## config.mk

```make
export PLATFORM = sky130hd
export DESIGN_NAME = hazard_ctrl
export DESIGN_NICKNAME = d
export VERILOG_FILES = /design/src/rtl/hazard_ctrl.sv
export SDC_FILE = /design/constraint.sdc
export NUM_CORES = 1
export LEC_CHECK = 0
export BUFFER_PORTS_ARGS = -buffer_cell sky130_fd_sc_hd__buf_2
export CAP_MARGIN = 20
export CORE_UTILIZATION = 51
export CTS_CLUSTER_SIZE = 30
export DETAILED_ROUTE_END_ITERATION = 16
export HOLD_SLACK_MARGIN = 0.08
export PLACE_DENSITY = 0.86
export SLEW_MARGIN = 20
export SYNTH_ARGS = -nofsm -noshare
export SYNTH_HDL_FRONTEND = slang
export SYNTH_SLANG_ARGS = --single-unit
```

## constraint.sdc

```tcl
create_clock -name clk -period 4.8 [get_ports clk]
set_input_delay 0 -clock clk [delete_from_list [all_inputs] [get_ports clk]]
set_output_delay 0 -clock clk [all_outputs]
set_load 0.005 [all_outputs]
```

## src/rtl/hazard_ctrl.sv

```systemverilog
// Pipeline sequencing controller for the 5-stage RV32I core: stall/flush/forwarding
// generation, bounded data-memory wait with sticky timeout, and performance counters.
module hazard_ctrl #(
    parameter int unsigned MEM_TIMEOUT = 16,
    parameter int unsigned CNT_W       = 32
) (
    input  logic             clk,
    input  logic             rst,
    input  logic [4:0]       ID_rs1,
    input  logic [4:0]       ID_rs2,
    input  logic [4:0]       EX_rs1,
    input  logic [4:0]       EX_rs2,
    input  logic [4:0]       EX_rd,
    input  logic             EX_regwrite,
    input  logic             EX_wb_sel,
    input  logic [4:0]       MEM_rd,
    input  logic             MEM_regwrite,
    input  logic [4:0]       WB_rd,
    input  logic             WB_regwrite,
    input  logic             PC_sel,
    input  logic             dmem_req,
    input  logic             dmem_ready,
    output logic             stall_IF,
    output logic             stall_ID,
    output logic             stall_EX,
    output logic             stall_MEM,
    output logic             flush_ID,
    output logic             flush_EX,
    output logic             flush_WB,
    output logic [1:0]       fwdA_sel,
    output logic [1:0]       fwdB_sel,
    output logic             mem_err,
    output logic [CNT_W-1:0] stall_cnt,
    output logic [CNT_W-1:0] flush_cnt
);

    typedef enum logic [0:0] {
        RUN      = 1'b0,
        MEM_WAIT = 1'b1
    } state_e;

    localparam int unsigned        WAIT_W    = 16;
    localparam logic [WAIT_W-1:0]  WAIT_LAST = WAIT_W'(MEM_TIMEOUT - 1);

    localparam logic [1:0] FWD_RF  = 2'b00;
    localparam logic [1:0] FWD_WB  = 2'b01;
    localparam logic [1:0] FWD_MEM = 2'b10;

    state_e            state_q, state_d;
    logic [WAIT_W-1:0] wait_cnt_q, wait_cnt_d;
    logic              mem_err_q, mem_err_d;
    logic [CNT_W-1:0]  stall_cnt_q, stall_cnt_d;
    logic [CNT_W-1:0]  flush_cnt_q, flush_cnt_d;

    logic load_use;
    logic mem_busy;
    logic wait_expired;
    logic branch_flush;

    // MEM is the younger producer, so its result wins over WB.
    function automatic logic [1:0] fwd_src(
        input logic [4:0] rs,
        input logic [4:0] mem_rd,
        input logic       mem_we,
        input logic [4:0] wb_rd,
        input logic       wb_we
    );
        if (mem_we && (mem_rd != 5'd0) && (mem_rd == rs)) return FWD_MEM;
        if (wb_we && (wb_rd != 5'd0) && (wb_rd == rs))    return FWD_WB;
        return FWD_RF;
    endfunction

    assign fwdA_sel = fwd_src(EX_rs1, MEM_rd, MEM_regwrite, WB_rd, WB_regwrite);
    assign fwdB_sel = fwd_src(EX_rs2, MEM_rd, MEM_regwrite, WB_rd, WB_regwrite);

    assign load_use = EX_wb_sel && EX_regwrite && (EX_rd != 5'd0) &&
                      ((EX_rd == ID_rs1) || (EX_rd == ID_rs2));
    assign mem_busy     = dmem_req && !dmem_ready;
    assign wait_expired = (wait_cnt_q == WAIT_LAST);

    // NOTE: sequential state uses non-blocking assignments so every register
    // samples the pre-edge values of the others, independent of statement order.
    always_ff @(posedge clk or posedge rst) begin
        if (rst) begin
            state_q     <= RUN;
            wait_cnt_q  <= '0;
            mem_err_q   <= 1'b0;
            stall_cnt_q <= '0;
            flush_cnt_q <= '0;
        end else begin
            state_q     <= state_d;
            wait_cnt_q  <= wait_cnt_d;
            mem_err_q   <= mem_err_d;
            stall_cnt_q <= stall_cnt_d;
            flush_cnt_q <= flush_cnt_d;
        end
    end

    // NOTE: every variable gets a default before the case so no path can
    // leave it unassigned and infer a latch.
    always_comb begin
        state_d    = state_q;
        wait_cnt_d = wait_cnt_q;
        mem_err_d  = mem_err_q;
        unique case (state_q)
            RUN: begin
                if (mem_busy) begin
                    state_d    = MEM_WAIT;
                    wait_cnt_d = WAIT_W'(1);
                end
            end
            MEM_WAIT: begin
                if (dmem_ready) begin
                    state_d    = RUN;
                    wait_cnt_d = '0;
                end else if (wait_expired) begin
                    state_d    = RUN;
                    wait_cnt_d = '0;
                    mem_err_d  = 1'b1;
                end else begin
                    wait_cnt_d = wait_cnt_q + WAIT_W'(1);
                end
            end
            default: begin
                state_d    = RUN;
                wait_cnt_d = '0;
            end
        endcase
    end

    always_comb begin
        stall_IF     = 1'b0;
        stall_ID     = 1'b0;
        stall_EX     = 1'b0;
        stall_MEM    = 1'b0;
        flush_ID     = 1'b0;
        flush_EX     = 1'b0;
        flush_WB     = 1'b0;
        branch_flush = 1'b0;
        unique case (state_q)
            RUN: begin
                if (mem_busy) begin
                    stall_IF  = 1'b1;
                    stall_ID  = 1'b1;
                    stall_EX  = 1'b1;
                    stall_MEM = 1'b1;
                    flush_WB  = 1'b1;
                end else if (PC_sel) begin
                    flush_ID     = 1'b1;
                    flush_EX     = 1'b1;
                    branch_flush = 1'b1;
                end else if (load_use) begin
                    stall_IF = 1'b1;
                    stall_ID = 1'b1;
                    flush_EX = 1'b1;
                end
            end
            MEM_WAIT: begin
                if (dmem_ready) begin
                    // The released EX instruction resolves its branch/hazard now.
                    if (PC_sel) begin
                        flush_ID     = 1'b1;
                        flush_EX     = 1'b1;
                        branch_flush = 1'b1;
                    end else if (load_use) begin
                        stall_IF = 1'b1;
                        stall_ID = 1'b1;
                        flush_EX = 1'b1;
                    end
                end else if (wait_expired) begin
                    flush_WB = 1'b1;
                end else begin
                    stall_IF  = 1'b1;
                    stall_ID  = 1'b1;
                    stall_EX  = 1'b1;
                    stall_MEM = 1'b1;
                    flush_WB  = 1'b1;
                end
            end
            default: ;
        endcase
    end

    // Counters saturate at all-ones rather than wrapping.
    always_comb begin
        stall_cnt_d = stall_cnt_q;
        flush_cnt_d = flush_cnt_q;
        if (stall_IF && (stall_cnt_q != '1))
            stall_cnt_d = stall_cnt_q + CNT_W'(1);
        if (branch_flush && (flush_cnt_q != '1))
            flush_cnt_d = flush_cnt_q + CNT_W'(1);
    end

    assign mem_err   = mem_err_q;
    assign stall_cnt = stall_cnt_q;
    assign flush_cnt = flush_cnt_q;

endmodule
```

* After elaboration in Yosys (flattened, before gate mapping)
Index checks and enable logic that the tools add are counted.
** Storage, ports and cells
- Register bits after elaboration :: 82
- Input bits :: 44
- Output and inout bits :: 76
- Logic and storage cells :: 75
** Operators by class
- $add $sub $neg :: 3
- Equal/unequal tests :: 10
- Multiplexer cells :: 37
- Bitwise logic cells :: 2
- Reduce and logical (&&, ||, !) cells :: 18
** Operator list (number)
- 32-bit by 1-bit adder with 32-bit output, second input constant :: 2
- 32-bit != test, second input constant :: 2
- 16-bit 2-to-1 mux :: 3
- 16-bit case mux with 2 select lines :: 1
- 5-bit equality test :: 6
- 1-bit 2-to-1 mux :: 20
- 16-bit by 1-bit adder with 16-bit output, second input constant :: 1
- 16-bit by 4-bit equality test with 1-bit output, second input constant :: 1
- 2-bit 2-to-1 mux :: 8
- 5-bit nonzero test :: 3
- 1-bit logical AND :: 12
- 1-bit case mux with 2 select lines :: 5
- 3-bit AND reduction :: 1
- 2-bit != test, second input constant :: 1
- 1-bit NOT :: 2
- 1-bit logical NOT :: 1
- 1-bit logical OR :: 1

* Logic depth before layout (Yosys ltp)
- Depth in word-level cells :: 8
- Gate-level depth with buffers :: 8
- Mapped depth without buffers :: 7

* Worst setup path after synthesis
No wires, ideal clock.
- Path kind :: flip-flop to flip-flop
- From :: reg wait_cnt_q[12]
- To :: reg stall_cnt_q[28] (netlist: stall_cnt[28])
- Library setup time :: 125 ps
- Arrival time :: 1914 ps
- Data required time :: 4675 ps
- Slack :: 2761 ps
- Cell stages (with the launch flop) :: 8
- Path buffers :: 1
- Clock period less this slack :: 2039 ps
- Path through :: dfrtp_1 nor4_1 nand4_1 o21ai_2 o31ai_4 buf_2 nand3_1 mux2_2
** On the way
- Longest elaborated chain between the ends :: 5
** RTL lines
- from (decl) :: RTL line 50 : logic [WAIT_W-1:0] wait_cnt_q, wait_cnt_d;
- from (signal assigned) :: RTL line 92 : wait_cnt_q <= wait_cnt_d;
- 16-bit by 4-bit equality test with 1-bit output :: RTL line 79 : assign wait_expired = (wait_cnt_q == WAIT_LAST);
- 1-bit 2-to-1 mux :: RTL line 170 : end else if (wait_expired) begin
- 1-bit 2-to-1 mux :: RTL line 159 : if (dmem_ready) begin
- 1-bit case mux with 2 select lines :: RTL line 140 : unique case (state_q)
- 1-bit logical AND :: RTL line 188 : if (stall_IF && (stall_cnt_q != '1))
- to (signal assigned) :: RTL line 94 : stall_cnt_q <= stall_cnt_d;
- to (decl) :: RTL line 52 : logic [CNT_W-1:0] stall_cnt_q, stall_cnt_d;
No other way between the ends.
A chain may end at the register's enable or synchronous reset.

* Final worst setup path
- From :: reg stall_cnt_q[6] (netlist: stall_cnt[6])
- To :: reg stall_cnt_q[1] (netlist: stall_cnt[1])
** On the way
- Longest elaborated chain between the ends :: 2
** RTL lines (RTL line)
- 32-bit != test :: 188
- 1-bit logical AND :: 188
No other way between the ends.

==> impl_metrics.ini <==
[synth]
synth_async_sr_flop_share = 1.00
synth_warnings = 0
synth_top_cell_by_area = dfrtp_1
ys_top_cells_by_area = dfrtp_1 (45%), xnor2_1 (11%), xor2_1 (6.5%)
ys_top_cells_by_count = dfrtp_1 (82), xnor2_1 (59), nand2_1 (47), nand3_1 (37), xor2_1 (34)
ys_seq_area_frac = 0.451
ys_types = 51
syn_area_um2 = 4550
synth_cells = 460
synth.most_common_cell = dfrtp_1
synth_fp_nets = 507
ys.flop_type = dfrtp_1
synth_edf_count = 0
synth-seq-cells = 82
avgSynthCellArea_um2 = 9.89
synth_top_area_share = 0.451

[placed_design]
gp_congestion = 0.864
dpl.cell_count = 676
hpwl_um = 7360
place.port_buffers = 119

[global_routing]
grt_usage = 0.221
grt_pass1_vias = 3596
grt_pass1_wl_um = 16200
antenna_found_initial = 0
grt_overflow = 0
grt_start_max_net_pins = 83

[clocking]
numCtsBuffers = 9
cts_tree = built
cts_setup_buffers = 0
clkSinkCount = 82
path_clk_slew_ns = 0.09
root_buffer = clkbuf_8
clk_latency_ns = 0.34
cts_max_level = 3
clock_path_buffers = 2

[floorplanning]
fp.dieArea_um2 = 9300
core-area_um2 = 8680
die_y_um = 96.4
initial_core_util = 0.524
num_rows = 34
die_x_um = 96.4
pin_count = 120

[detailed_routing]
ant_nets = 0
routedWlPerCell_um = 14.7
viasPerCell = 5.67
drt_iter0_markers = 310
dr_total_vias = 3939
drc = 0
drt-pass1-iter-count = 5
routed_wl_um = 10200

[critical_path]
crit_family = simple AND/OR/NAND/NOR gates
path_buf_inv = 0
max_stage_delay_ns = 0.44
reg2reg_to = stall_cnt[1]
worst_r2r_path_depth = 6
cp.arrival_ns = 2.74
path_cells = and4_1 -> nand4_1 -> nor3_2 -> nand2b_1 -> nand2_1 -> mux2_2
endpoint_kind = flip-flop
crit_path_top_delay_cell = dfrtp_1
cp_max_fo = 13
crit_path_start = stall_cnt[6]
worstPathRequired_ns = 5.03
cp.depth = 6
rr_startpoint = stall_cnt[6]
crit_end = stall_cnt[1]
r2r_slack_ns = 2.28
cp-start-kind = flip-flop
critPathKind = flip-flop to flip-flop

[sta]
tightest_slew_ns = 1.09
fin_skew_ns = 0.0119
fmax_mhz = 397
finalHoldViolations = 0
final_max_slew_viol_count = 0
period_needed_ns = 2.52
setup_violations = 0
slew-limit-headroom = 0.275
post-route-period-util = 0.525
tns_ns = 0
rsz0062_at_grt = false

[power]
power_density_nw_per_um2 = 302
ir_worst_vdd_mv = 0.216
p_leak_nw = 2.60

[cells_and_area]
diodes = 0
drive_gt1_frac = 0.267
instances_no_fill = 695
fillers = 692
syn_to_final_growth_pct = 20.8
layout.nets = 629

[min_path]
min_path_type = input pin to flip-flop

[run_status]
status = finished, final reports clean

[flow_run]
maxCapViolations = 0
sequential cells by signal, summed over array words and instances (netlist names):
register	cells
state_q	1
wait_cnt_q	16
mem_err	1
flush_cnt	32
stall_cnt	32
worst min-delay path by stage:
stage	start	to	slack (ns)	cells past startpoint
2_1_floorplan	dmem_ready	wait_cnt_q[0]	0.09	1
3_3_place_gp	dmem_ready	wait_cnt_q[0]	0.22	2
3_5_place_dp	dmem_ready	wait_cnt_q[0]	0.23	2
4_1_cts	dmem_req	wait_cnt_q[0]	0.09	4
5_1_grt	dmem_req	wait_cnt_q[0]	0.13	4
6_report	dmem_req	wait_cnt_q[0]	0.11	4
report_power, final:
group / leakage [nW] / switching, mW / total (mW) / internal, mW
sequential: 1.12 / 0.0760 / 0.818 / 0.742
clock: 0.112 / 0.251 / 0.559 / 0.308
combinational: 1.37 / 0.153 / 0.284 / 0.131
total: 2.60 / 0.480 / 1.66 / 1.18
layout by cell type, fill, tap and decap left out, types with 2 or more instances in the layout:
| cell type | n |
|---|---|
| a31oi_1 | 3 |
| and2_1 | 5 |
| and3_1 | 15 |
| and4_1 | 7 |
| buf_2 | 119 |
| bufinv_16 | 2 |
| clkbuf_8 | 10 |
| clkinv_2 | 2 |
| clkinv_4 | 2 |
| dfrtp_1 | 82 |
| dlygate4sd3_1 | 2 |
| ha_1 | 3 |
| inv_1 | 6 |
| mux2_2 | 4 |
| nand2_1 | 47 |
| nand2b_1 | 4 |
| nand3_1 | 37 |
| nand4_1 | 23 |
| nand4b_1 | 3 |
| nor2_1 | 29 |
| nor2b_1 | 2 |
| nor3_1 | 15 |
| nor3_4 | 2 |
| nor4_1 | 11 |
| nor4_4 | 2 |
| o21ai_0 | 18 |
| o21bai_1 | 2 |
| o31ai_1 | 4 |
| o41ai_1 | 2 |
| or2_2 | 2 |
| or4_1 | 5 |
| xnor2_1 | 59 |
| xor2_1 | 34 |
area by class of cell:
| cell class | count | area [um^2] | area share |
|---|---|---|---|
| Sequential cell | 82 | 2050 | 0.373 |
| Inverter | 7 | 27.5 | 0.00501 |
| Clock inverter | 6 | 90.1 | 0.0164 |
| Clock buffer | 10 | 138 | 0.0250 |
| Tap cell | 108 | 135 | 0.0246 |
| Multi-Input combinational cell | 359 | 2410 | 0.439 |
| Timing Repair Buffer | 123 | 642 | 0.117 |
per-layer routing:
metal | vias up | share of wire | GRT usage | wire (um)
met5 | - | 0 | 0 | 0
met4 | 0 | 0.014 | 0.0797 | 140
li1 | 1880 | - | - | -
met3 | 15 | 0.047 | 0.0329 | 481
met2 | 142 | 0.51 | 0.383 | 5200
met1 | 1902 | 0.43 | 0.279 | 4410
worst register-to-register path, delay by kind of cell, from the launching register on:
family | cells | cell delay, ns
simple gates | 5 | 1.61
flops | 1 | 0.44
mux | 1 | 0.34
logic make-up (layout without fill, tap and decap cells):
kind of cell             Yosys count  count (layout)  synth area share
AO/OA/AOI/OAI                     40              40            0.0624
XOR/XNOR                          93              93             0.179
adder cells (fa/ha/maj)            3               3           0.00825
buffers and inverters             19             146            0.0190
flip-flops                        82              82             0.451
multiplexers                       5               5            0.0121
AND/OR/NAND/NOR                  218             218             0.268
stage by stage:
stage	utilization	power, mW	hold WS, ns	setup WS [ns]	area, um^2
floorplan	-	0.981	0.0891	2.69	4550
global placement	0.603	1.10	0.222	2.20	5230
detailed placement	0.603	1.11	0.233	2.05	5230
CTS	0.631	1.67	0.0930	2.05	5480
global route	0.633	1.74	0.133	2.10	5500
finish	0.633	1.66	0.106	2.28	5500
timing repair:
item,CTS,global route
endpoints found under the hold margin,86,0
hold buffers,2,0
gates resized for setup,0,0
(Power assumes the default switching activity.)
